### config.mk
export PLATFORM = sky130hd
export DESIGN_NAME = aes_inv_cipher_core_flat
export DESIGN_NICKNAME = d
export VERILOG_FILES = /design/src/rtl/aes_inv_cipher_core_if.sv /design/src/rtl/aes_inv_cipher_core.sv /design/src/flat_wrapper.sv
export SDC_FILE = /design/constraint.sdc
export NUM_CORES = 2
export LEC_CHECK = 0
export BUFFER_PORTS_ARGS = -buffer_cell sky130_fd_sc_hd__buf_2
export CAP_MARGIN = 20
export CORE_MARGIN = 5
export CORE_UTILIZATION = 38
export DETAILED_ROUTE_END_ITERATION = 12
export SYNTH_ARGS = -nofsm -noshare
export SYNTH_HDL_FRONTEND = slang
export SYNTH_SLANG_ARGS = --single-unit
### constraint.sdc
create_clock -name clk -period 8.15 [get_ports clk]
set_input_delay 0 -clock clk [delete_from_list [all_inputs] [get_ports clk]]
set_output_delay 0 -clock clk [all_outputs]
set_load 0.01 [all_outputs]
### src/rtl/aes_inv_cipher_core_if.sv
// Bus interface for aes_inv_cipher_core.
//   start  : request to decrypt ct (requester -> core)
//   ct     : 128-bit ciphertext, byte k at bits 8k..8k+7
//   rk_idx : round-key index the core needs this cycle (core -> key store)
//   rk     : round key for rk_idx, combinational from the key store
//   busy   : operation in progress
//   done   : one-cycle pulse, pt valid
//   pt     : 128-bit plaintext, held until the next accepted start
interface aes_inv_cipher_core_if;
  logic         start;
  logic [0:127] ct;
  logic [3:0]   rk_idx;
  logic [0:127] rk;
  logic         busy;
  logic         done;
  logic [0:127] pt;

  modport master (output start, ct, rk, input rk_idx, busy, done, pt);
  modport slave  (input start, ct, rk, output rk_idx, busy, done, pt);
endinterface

### src/rtl/aes_inv_cipher_core.sv
// AES-128 inverse cipher, one round per clock.
//   clk : rising-edge clock
//   rst : asynchronous active-high reset
//   bus : aes_inv_cipher_core_if.slave (start/ct in, rk_idx out, rk in,
//         busy/done/pt out)
// Round keys come from an external combinational store addressed by rk_idx:
// key 10 is consumed on start, 9..1 in ROUND, 0 in FINAL.
module aes_inv_cipher_core (
  input  logic                  clk,
  input  logic                  rst,
  aes_inv_cipher_core_if.slave  bus
);

  typedef enum logic [1:0] {IDLE, ROUND, FINAL, DONE} state_t;

  localparam logic [0:2047] INV_SBOX = {
    128'h52096ad53036a538bf40a39e81f3d7fb,
    128'h7ce339829b2fff87348e4344c4dee9cb,
    128'h547b9432a6c2233dee4c950b42fac34e,
    128'h082ea16628d924b2765ba2496d8bd125,
    128'h72f8f66486689816d4a45ccc5d65b692,
    128'h6c704850fdedb9da5e154657a78d9d84,
    128'h90d8ab008cbcd30af7e45805b8b34506,
    128'hd02c1e8fca3f0f02c1afbd0301138a6b,
    128'h3a9111414f67dcea97f2cfcef0b4e673,
    128'h96ac7422e7ad3585e2f937e81c75df6e,
    128'h47f11a711d29c5896fb7620eaa18be1b,
    128'hfc563e4bc6d279209adbc0fe78cd5af4,
    128'h1fdda8338807c731b11210592780ec5f,
    128'h60517fa919b54a0d2de57a9f93c99cef,
    128'ha0e03b4dae2af5b0c8ebbb3c83539961,
    128'h172b047eba77d626e169146355210c7d
  };

  state_t       r_fsm;
  state_t       w_fsm_nxt;
  logic [3:0]   r_rnd;
  logic [0:127] r_state;
  logic [0:127] r_pt;

  logic [0:127] w_isr;
  logic [0:127] w_isb;
  logic [0:127] w_ark;
  logic [0:127] w_imc;
  logic [3:0]   w_rk_idx;
  logic         w_busy;
  logic         w_done;

  // Byte (row r, col c) sits at index 4c+r; row r rotates right by r.
  function automatic logic [0:127] inv_shift_rows(input logic [0:127] s);
    logic [0:127] o;
    o = '0;
    for (int unsigned c = 0; c < 4; c++) begin
      for (int unsigned r = 0; r < 4; r++) begin
        o[8*(4*c+r) +: 8] = s[8*(4*((c+4-r)%4)+r) +: 8];
      end
    end
    return o;
  endfunction

  function automatic logic [0:127] inv_sub_bytes(input logic [0:127] s);
    logic [0:127] o;
    logic [7:0]   b;
    o = '0;
    for (int unsigned k = 0; k < 16; k++) begin
      b = s[8*k +: 8];
      o[8*k +: 8] = INV_SBOX[{b, 3'b000} +: 8];
    end
    return o;
  endfunction

  function automatic logic [7:0] xt(input logic [7:0] b);
    return {b[6:0], 1'b0} ^ (b[7] ? 8'h1b : 8'h00);
  endfunction

  // GF(2^8) multiply by a 4-bit constant k, built from doublings.
  function automatic logic [7:0] gm(input logic [7:0] a, input logic [3:0] k);
    logic [7:0] x2, x4, x8;
    x2 = xt(a);
    x4 = xt(x2);
    x8 = xt(x4);
    return (k[3] ? x8 : 8'h00) ^ (k[2] ? x4 : 8'h00) ^
           (k[1] ? x2 : 8'h00) ^ (k[0] ? a  : 8'h00);
  endfunction

  function automatic logic [0:127] inv_mix_columns(input logic [0:127] s);
    logic [0:127] o;
    logic [7:0]   a0, a1, a2, a3;
    o = '0;
    for (int unsigned c = 0; c < 4; c++) begin
      a0 = s[32*c      +: 8];
      a1 = s[32*c + 8  +: 8];
      a2 = s[32*c + 16 +: 8];
      a3 = s[32*c + 24 +: 8];
      o[32*c      +: 8] = gm(a0, 4'he) ^ gm(a1, 4'hb) ^ gm(a2, 4'hd) ^ gm(a3, 4'h9);
      o[32*c + 8  +: 8] = gm(a0, 4'h9) ^ gm(a1, 4'he) ^ gm(a2, 4'hb) ^ gm(a3, 4'hd);
      o[32*c + 16 +: 8] = gm(a0, 4'hd) ^ gm(a1, 4'h9) ^ gm(a2, 4'he) ^ gm(a3, 4'hb);
      o[32*c + 24 +: 8] = gm(a0, 4'hb) ^ gm(a1, 4'hd) ^ gm(a2, 4'h9) ^ gm(a3, 4'he);
    end
    return o;
  endfunction

  assign w_isr = inv_shift_rows(r_state);
  assign w_isb = inv_sub_bytes(w_isr);
  assign w_ark = w_isb ^ bus.rk;
  assign w_imc = inv_mix_columns(w_ark);

  always_ff @(posedge clk or posedge rst) begin
    if (rst) r_fsm <= IDLE;
    else     r_fsm <= w_fsm_nxt;
  end

  always_comb begin
    w_fsm_nxt = r_fsm;
    w_rk_idx  = 4'd10;
    w_busy    = 1'b0;
    w_done    = 1'b0;
    case (r_fsm)
      IDLE: begin
        if (bus.start) w_fsm_nxt = ROUND;
      end
      ROUND: begin
        w_rk_idx = r_rnd;
        w_busy   = 1'b1;
        if (r_rnd == 4'd1) w_fsm_nxt = FINAL;
      end
      FINAL: begin
        w_rk_idx  = 4'd0;
        w_busy    = 1'b1;
        w_fsm_nxt = DONE;
      end
      DONE: begin
        w_done    = 1'b1;
        w_fsm_nxt = IDLE;
      end
      default: w_fsm_nxt = IDLE;
    endcase
  end

  always_ff @(posedge clk or posedge rst) begin
    if (rst) begin
      r_rnd   <= '0;
      r_state <= '0;
      r_pt    <= '0;
    end else begin
      case (r_fsm)
        IDLE: begin
          if (bus.start) begin
            r_state <= bus.ct ^ bus.rk;
            r_rnd   <= 4'd9;
          end
        end
        ROUND: begin
          r_state <= w_imc;
          r_rnd   <= r_rnd - 4'd1;
        end
        FINAL: r_pt <= w_ark;
        default: ;
      endcase
    end
  end

  assign bus.rk_idx = w_rk_idx;
  assign bus.busy   = w_busy;
  assign bus.done   = w_done;
  assign bus.pt     = r_pt;

endmodule

### src/flat_wrapper.sv
// flat-port wrapper written by rule: the top's interface ports become plain ports
module aes_inv_cipher_core_flat 
  (clk, rst, bus_start, bus_ct, bus_rk, bus_rk_idx, bus_busy, bus_done, bus_pt);
  aes_inv_cipher_core_if bus_i ();
  input  logic clk;
  input  logic rst;
  input wire logic [$bits(bus_i.start)-1:0] bus_start;
  input wire logic [$bits(bus_i.ct)-1:0] bus_ct;
  input wire logic [$bits(bus_i.rk)-1:0] bus_rk;
  output wire logic [$bits(bus_i.rk_idx)-1:0] bus_rk_idx;
  output wire logic [$bits(bus_i.busy)-1:0] bus_busy;
  output wire logic [$bits(bus_i.done)-1:0] bus_done;
  output wire logic [$bits(bus_i.pt)-1:0] bus_pt;
  assign bus_i.start = bus_start;
  assign bus_i.ct = bus_ct;
  assign bus_i.rk = bus_rk;
  assign bus_rk_idx = bus_i.rk_idx;
  assign bus_busy = bus_i.busy;
  assign bus_done = bus_i.done;
  assign bus_pt = bus_i.pt;
  aes_inv_cipher_core u_core (.clk(clk), .rst(rst), .bus(bus_i));
endmodule
# Word-level counts from Yosys, hierarchy flattened
# Index checks and enable logic that the tools add are counted.
# classes
addsub	1
multipliers	0
div	0
n_lt_le_gt_ge	0
n_eq_ne	6
shifts	16
n_mux	58
n_bitwise	210
reduce_logical	5
# ops
operator	n
indexed part select 2048 x 12 -> 2049 bit (first input constant)	16
bitwise XOR 8 bit	182
one-hot mux 128 bit (2 select lines)	1
bitwise XOR 128 bit	2
two-way mux 5 bit	48
NOT 11 -> 12 bit	16
two-way mux 128 bit	1
bitwise XOR 8 x 5 -> 8 bit	10
one-hot mux 4 bit (2 select lines)	2
one-hot mux 2 bit (4 select lines)	1
equality test 2 bit (second input constant)	2
equality test 4 x 1 -> 1 bit (second input constant)	1
two-way mux 2 bit	2
two-way mux 4 bit	1
AND reduction 2 bit	2
subtractor 4 x 1 -> 4 bit (second input constant)	1
equality test 2 x 1 -> 1 bit (second input constant)	1
zero test 2 bit	1
two-way mux 1 bit	2
!= test 2 x 1 -> 1 bit (second input constant)	1
!= test 2 bit (second input constant)	1
nonzero test 2 bit	1
OR reduction 2 bit	1
# word_totals
reg_bits	262
latch_bits	0
mem_bits_rw	0
mem_bits_ro	0
inputBits	259
output_inout_bits	134
word_cells	300
mem_count	0

# Logic depth before layout (Yosys ltp)
# logic_depth
ltp_word	15
depth_mapped	19

# Worst setup path after synthesis
# Ideal clock, no wire load.
# synth_path
path_type	reg2reg
from	register u_core.r_state[110] (netlist name)
to	register u_core.r_state[2] (netlist name)
setup_time_ps	138
arrival_time_ps	4835
required_ps	8012
setup_slack_ps	3177
path_stages_with_launch	20
n_path_buf	5
path_cell_list	dfrtp_1 clkbuf_1 clkbuf_1 clkbuf_1 inv_1 ha_1 clkbuf_1 or2_1 clkbuf_1 nor2b_1 mux4_2 a221oi_2 a22oi_2 xnor2_4 xnor3_1 xnor3_1 xnor3_1 xnor2_1 o211ai_1 o21ai_0
# synth_between
elab_chain_len	13
elab_cells_between_ends	14
classes_between	shift: 1; mux: 3; bitwise: 10
# synth_lines
element	line	text
start: declaration	aes_inv_cipher_core.sv:38	logic [0:127] r_state;
start signal: assignment	aes_inv_cipher_core.sv:149	r_state <= bus.ct ^ bus.rk;
start signal: assignment	aes_inv_cipher_core.sv:154	r_state <= w_imc;
NOT 11 -> 12 bit (implied by the code) (*)	aes_inv_cipher_core.sv:67	o[8*k +: 8] = INV_SBOX[{b, 3'b000} +: 8];
indexed part select 2048 x 12 -> 2049 bit (*)	aes_inv_cipher_core.sv:67	
bitwise XOR 128 bit (*)	aes_inv_cipher_core.sv:105	assign w_ark = w_isb ^ bus.rk;
two-way mux 5 bit or bitwise XOR 8 bit (tied branches)	aes_inv_cipher_core.sv:73	return {b[6:0], 1'b0} ^ (b[7] ? 8'h1b : 8'h00);
bitwise XOR 8 bit or two-way mux 5 bit (tied branches)	aes_inv_cipher_core.sv:73	
bitwise XOR 8 bit	aes_inv_cipher_core.sv:73	
bitwise XOR 8 x 5 -> 8 bit	aes_inv_cipher_core.sv:73	
bitwise XOR 8 bit	aes_inv_cipher_core.sv:82	return (k[3] ? x8 : 8'h00) ^ (k[2] ? x4 : 8'h00) ^
bitwise XOR 8 bit (*)	aes_inv_cipher_core.sv:83	(k[1] ? x2 : 8'h00) ^ (k[0] ? a : 8'h00);
bitwise XOR 8 bit (*) (3 in series)	aes_inv_cipher_core.sv:95	o[32*c +: 8] = gm(a0, 4'he) ^ gm(a1, 4'hb) ^ gm(a2, 4'hd) ^ gm(a3, 4'h9);
one-hot mux 128 bit (2 select lines) (*)	aes_inv_cipher_core.sv:146	case (r_fsm)
# Mark *: on every way between the ends. The rest lies on a longest branch, timed or not.
# A chain may end at the register's enable or synchronous reset.

# Worst setup path after layout
# layout_path
from	register u_core.r_state[7] (netlist name)
to	register u_core.r_state[3] (netlist name)
# layout_between
elab_chain_len	13
elab_cells_between_ends	15
classes_between	shift: 1; mux: 4; bitwise: 10
# layout_lines
element	line
NOT 11 -> 12 bit (implied by the code) (*)	aes_inv_cipher_core.sv:67
indexed part select 2048 x 12 -> 2049 bit (*)	aes_inv_cipher_core.sv:67
bitwise XOR 128 bit (*)	aes_inv_cipher_core.sv:105
bitwise XOR 8 bit (*)	aes_inv_cipher_core.sv:73
two-way mux 5 bit or bitwise XOR 8 x 5 -> 8 bit (tied branches)	aes_inv_cipher_core.sv:73
bitwise XOR 8 x 5 -> 8 bit or two-way mux 5 bit (tied branches)	aes_inv_cipher_core.sv:73
bitwise XOR 8 bit	aes_inv_cipher_core.sv:73
bitwise XOR 8 bit	aes_inv_cipher_core.sv:82
bitwise XOR 8 bit (*)	aes_inv_cipher_core.sv:82
bitwise XOR 8 bit (*) (3 in series)	aes_inv_cipher_core.sv:95
one-hot mux 128 bit (2 select lines) (*)	aes_inv_cipher_core.sv:146
# Marks and branches as above.

==> results_dict.tcl <==
set metrics [dict create \
    slew_headroom_pct 21.38 \
    grt_pass1_vias 86260 \
    grt_pass1_wl_microns 616000 \
    wl_per_cell_microns 32.84 \
    layout_common_cells "739 x a21oi_1, 685 x nand2_1, 683 x nor2_1" \
    cts.clk_slew.worst_paths_ps 70 \
    yosysSeqAreaShare_pct 8.324 \
    post_cts_buffers 0 \
    worstPathCellList "buf_4 -> clkinv_1 -> ha_1 -> nor2b_1 -> nor3_1 -> o311ai_0 -> a211o_1 -> nand4_1 -> nor3_2 -> xnor2_1 -> xnor2_1 -> xnor3_1 -> xor2_2 -> xnor2_1 -> a221oi_2" \
    pre_cts_ws_ps 1685 \
    die_h_microns 465.3 \
    cpMostUsedCell "xnor2_1" \
    skew_ps 80.61 \
    finalWorstSetupSlack_ps 1338 \
    path_max_fanout 26 \
    synth_seq_cells 262 \
    fin_crit_sh_pct 83.58 \
    ioPinCount 393 \
    drt.antenna.violating_nets 0 \
    period_needed_ps 6812 \
    row_count 167 \
    start_util_pct 38.12 \
    async_flop_share_pct 100.0 \
    grt_usage_pct 36.89 \
    finalMaxSlewViolations 0 \
    clkLatencyLatePin_ps 730 \
    setup_viol 0 \
    cp.depth 15 \
    critPathKind "flip-flop to flip-flop" \
    dp_hpwl_microns 303200 \
    worstHoldEndpoint "u_core.r_state[41]$_DFFE_PP0P_" \
    rr_startpoint "u_core.r_state[7]$_DFFE_PP0P_" \
    syn_inst 10570 \
    port_buffers 392 \
    drc 0 \
    rsz0062_at_grt "no" \
    violations "negative hold slack" \
    clockRootBuffer "clkbuf_16" \
    fillers 21260 \
    nets 10800 \
    critical_path_buf_inv_count 2 \
    status "finished with violations" \
    syn-num-nets 11110 \
    synth.distinct_cells 125 \
    whs_ps -10.96 \
    arrival_ps 7300 \
    max_freq_mhz 146.8 \
    fin_setup_tns_ps 0 \
    h-tree-depth 2 \
    tightest_slew_ps 1175 \
    tritoncts "done" \
    final_core_util_pct 40.60 \
    vias 94020 \
    hold_viol 1 \
    syn_to_final_growth_pct 6.517 \
    numClockSinks 262 \
    drive_gt1_share_pct 13.78 \
    gp_congestion 1.045 \
    crit_slowest_cell "ha_1" \
    ys.flop_type "dfrtp_1" \
    hold_class "input pin to flip-flop" \
    r2r-end "u_core.r_state[3]$_DFFE_PP0P_" \
    syn_area_per_cell_sq_um 7.449 \
    yosysWarnings 0 \
    cap_violations 0 \
    r2r_slack_ps 1340 \
    cts_buffers 43 \
    die_x_microns 465.3 \
    cpPeakStageDelay_ps 820 \
    cts_buffer_depth 3 \
    start_kind "flip-flop" \
    core_sq_um 206700 \
    worstHoldStart "bus_rk[86]" \
    grt_overflow 0 \
    cp.required_ps 8640 \
    antenna_found_initial 13 \
    dp.cells 12730 \
    drt-pass1-iter-count 9 \
    hold_path_depth 4 \
    die-area_sq_um 216500 \
    synth_edf_count 0 \
    drt_iter0_drc 18470 \
    final_cell_count_no_fill 13010 \
    layout_commonest_cell "a21oi_1" \
    ff2ff_path_depth 15 \
    cpLargestDelayFamily "XOR/XNOR gates" \
    grt_max_degree 114 \
    end_kind "flip-flop" \
    synthesis.area_sq_um 78770 \
    viasPerCell 7.226 \
    finalWirelength_microns 427300 \
]
-- tightest hold or removal path: stages --
cell and delay (ps):
buf_2 130, xor2_1 210, nor3_1 190, a221oi_1 70
-- cell usage after synthesis, types with 48 or more instances --
| cell | instances | area share (%) |
|---|---|---|
| a2111oi_0 | 55 | 0.61 |
| a211o_1 | 66 | 0.73 |
| a211oi_1 | 219 | 2.1 |
| a21o_1 | 94 | 0.90 |
| a21oi_1 | 739 | 4.7 |
| a221o_1 | 48 | 0.61 |
| a221oi_1 | 157 | 1.7 |
| a311oi_1 | 174 | 1.9 |
| a31oi_1 | 215 | 1.7 |
| a32oi_1 | 49 | 0.54 |
| and2_1 | 99 | 0.79 |
| and3_1 | 71 | 0.56 |
| buf_1 | 67 | 0.32 |
| buf_2 | 382 | 2.4 |
| buf_4 | 103 | 0.98 |
| buf_6 | 60 | 0.86 |
| clkbuf_1 | 601 | 2.9 |
| dfrtp_1 | 262 | 8.3 |
| ha_1 | 279 | 4.4 |
| inv_1 | 185 | 0.88 |
| mux2_2 | 114 | 1.6 |
| mux2i_1 | 151 | 1.9 |
| mux4_2 | 171 | 4.9 |
| nand2_1 | 685 | 3.3 |
| nand2b_1 | 388 | 3.1 |
| nand3_1 | 253 | 1.6 |
| nor2_1 | 685 | 3.3 |
| nor2b_1 | 328 | 2.6 |
| nor3_1 | 303 | 1.9 |
| nor3b_1 | 70 | 0.67 |
| o2111ai_1 | 59 | 0.66 |
| o211ai_1 | 196 | 1.9 |
| o21ai_0 | 679 | 4.3 |
| o221ai_1 | 88 | 0.98 |
| o22ai_1 | 73 | 0.58 |
| o311a_1 | 52 | 0.66 |
| o311ai_0 | 158 | 1.8 |
| o31ai_1 | 110 | 1.0 |
| o32ai_1 | 54 | 0.60 |
| or2_2 | 104 | 0.83 |
| or3_1 | 74 | 0.59 |
| xnor2_1 | 593 | 6.6 |
| xnor3_1 | 95 | 2.7 |
| xor2_1 | 283 | 3.1 |
-- sequential cells by signal, indices dropped and copies added, names as in the netlist --
name / cells
u_core.r_state: 128
u_core.bus.pt: 128
u_core.r_rnd: 4
u_core.r_fsm: 2
-- kinds of logic after synthesis --
family	count (synthesis)	share of synthesized area [%]
compound gates	3802	34.10
simple gates	3291	21.42
xor+xnor	1060	14.63
mux	439	8.486
fa+ha+maj	279	4.432
flops	262	8.324
buf+inv	1441	8.609
-- final cells by class --
class / count / area [sq um] / share of cell area (%)
inverter: 222 / 842.1 / 1.004
sequential: 262 / 6675 / 7.956
multi-input combinational: 8871 / 65500 / 78.07
timing repair buffer: 865 / 6046 / 7.206
clock buffer: 52 / 1171 / 1.396
clock inverter: 27 / 260.3 / 0.3102
tap: 2704 / 3383 / 4.032
antenna: 8 / 20.02 / 0.02386
-- stage by stage --
stage | instance area, sq um | hold slack, ps
final | 83900 | -10.96
after floorplan | 78770 | 210.1
after global routing | 83890 | 3.532
after global placement | 80490 | 189.3
after detailed placement | 80520 | 196.8
after CTS | 83880 | 0.7084
-- routing by layer --
| metal | part of all wire [%] | GRT usage [%] | vias to the layer above |
|---|---|---|---|
| met5 | 0.0051 | 0 | - |
| met4 | 7.5 | 21.35 | 4 |
| met3 | 12 | 8.158 | 1540 |
| li1 | - | - | 39300 |
| met1 | 38 | 48.72 | 45010 |
| met2 | 42 | 55.32 | 8174 |
-- worst max-delay path by stage --
stage / start / slack, ps / to
after global placement: u_core.r_state[7]$_DFFE_PP0P_ / 1620 / u_core.r_state[3]$_DFFE_PP0P_
after floorplan: rst / 940 / u_core.bus.pt[0]$_DFFE_PP0P_
after global routing: u_core.r_state[7]$_DFFE_PP0P_ / 1340 / u_core.r_state[3]$_DFFE_PP0P_
final: u_core.r_state[7]$_DFFE_PP0P_ / 1340 / u_core.r_state[3]$_DFFE_PP0P_
after detailed placement: u_core.r_state[7]$_DFFE_PP0P_ / 1690 / u_core.r_state[3]$_DFFE_PP0P_
after CTS: u_core.r_state[7]$_DFFE_PP0P_ / 1660 / u_core.r_state[3]$_DFFE_PP0P_
-- repair_timing --
| action | in CTS | in global routing |
|---|---|---|
| resized for setup | 0 | 0 |
| hold buffers | 193 | 0 |
| hold endpoints to repair | 230 | 0 |
Power is not shown: default switching activity piles up to over one toggle a cycle in this logic, so the estimate is an artifact.
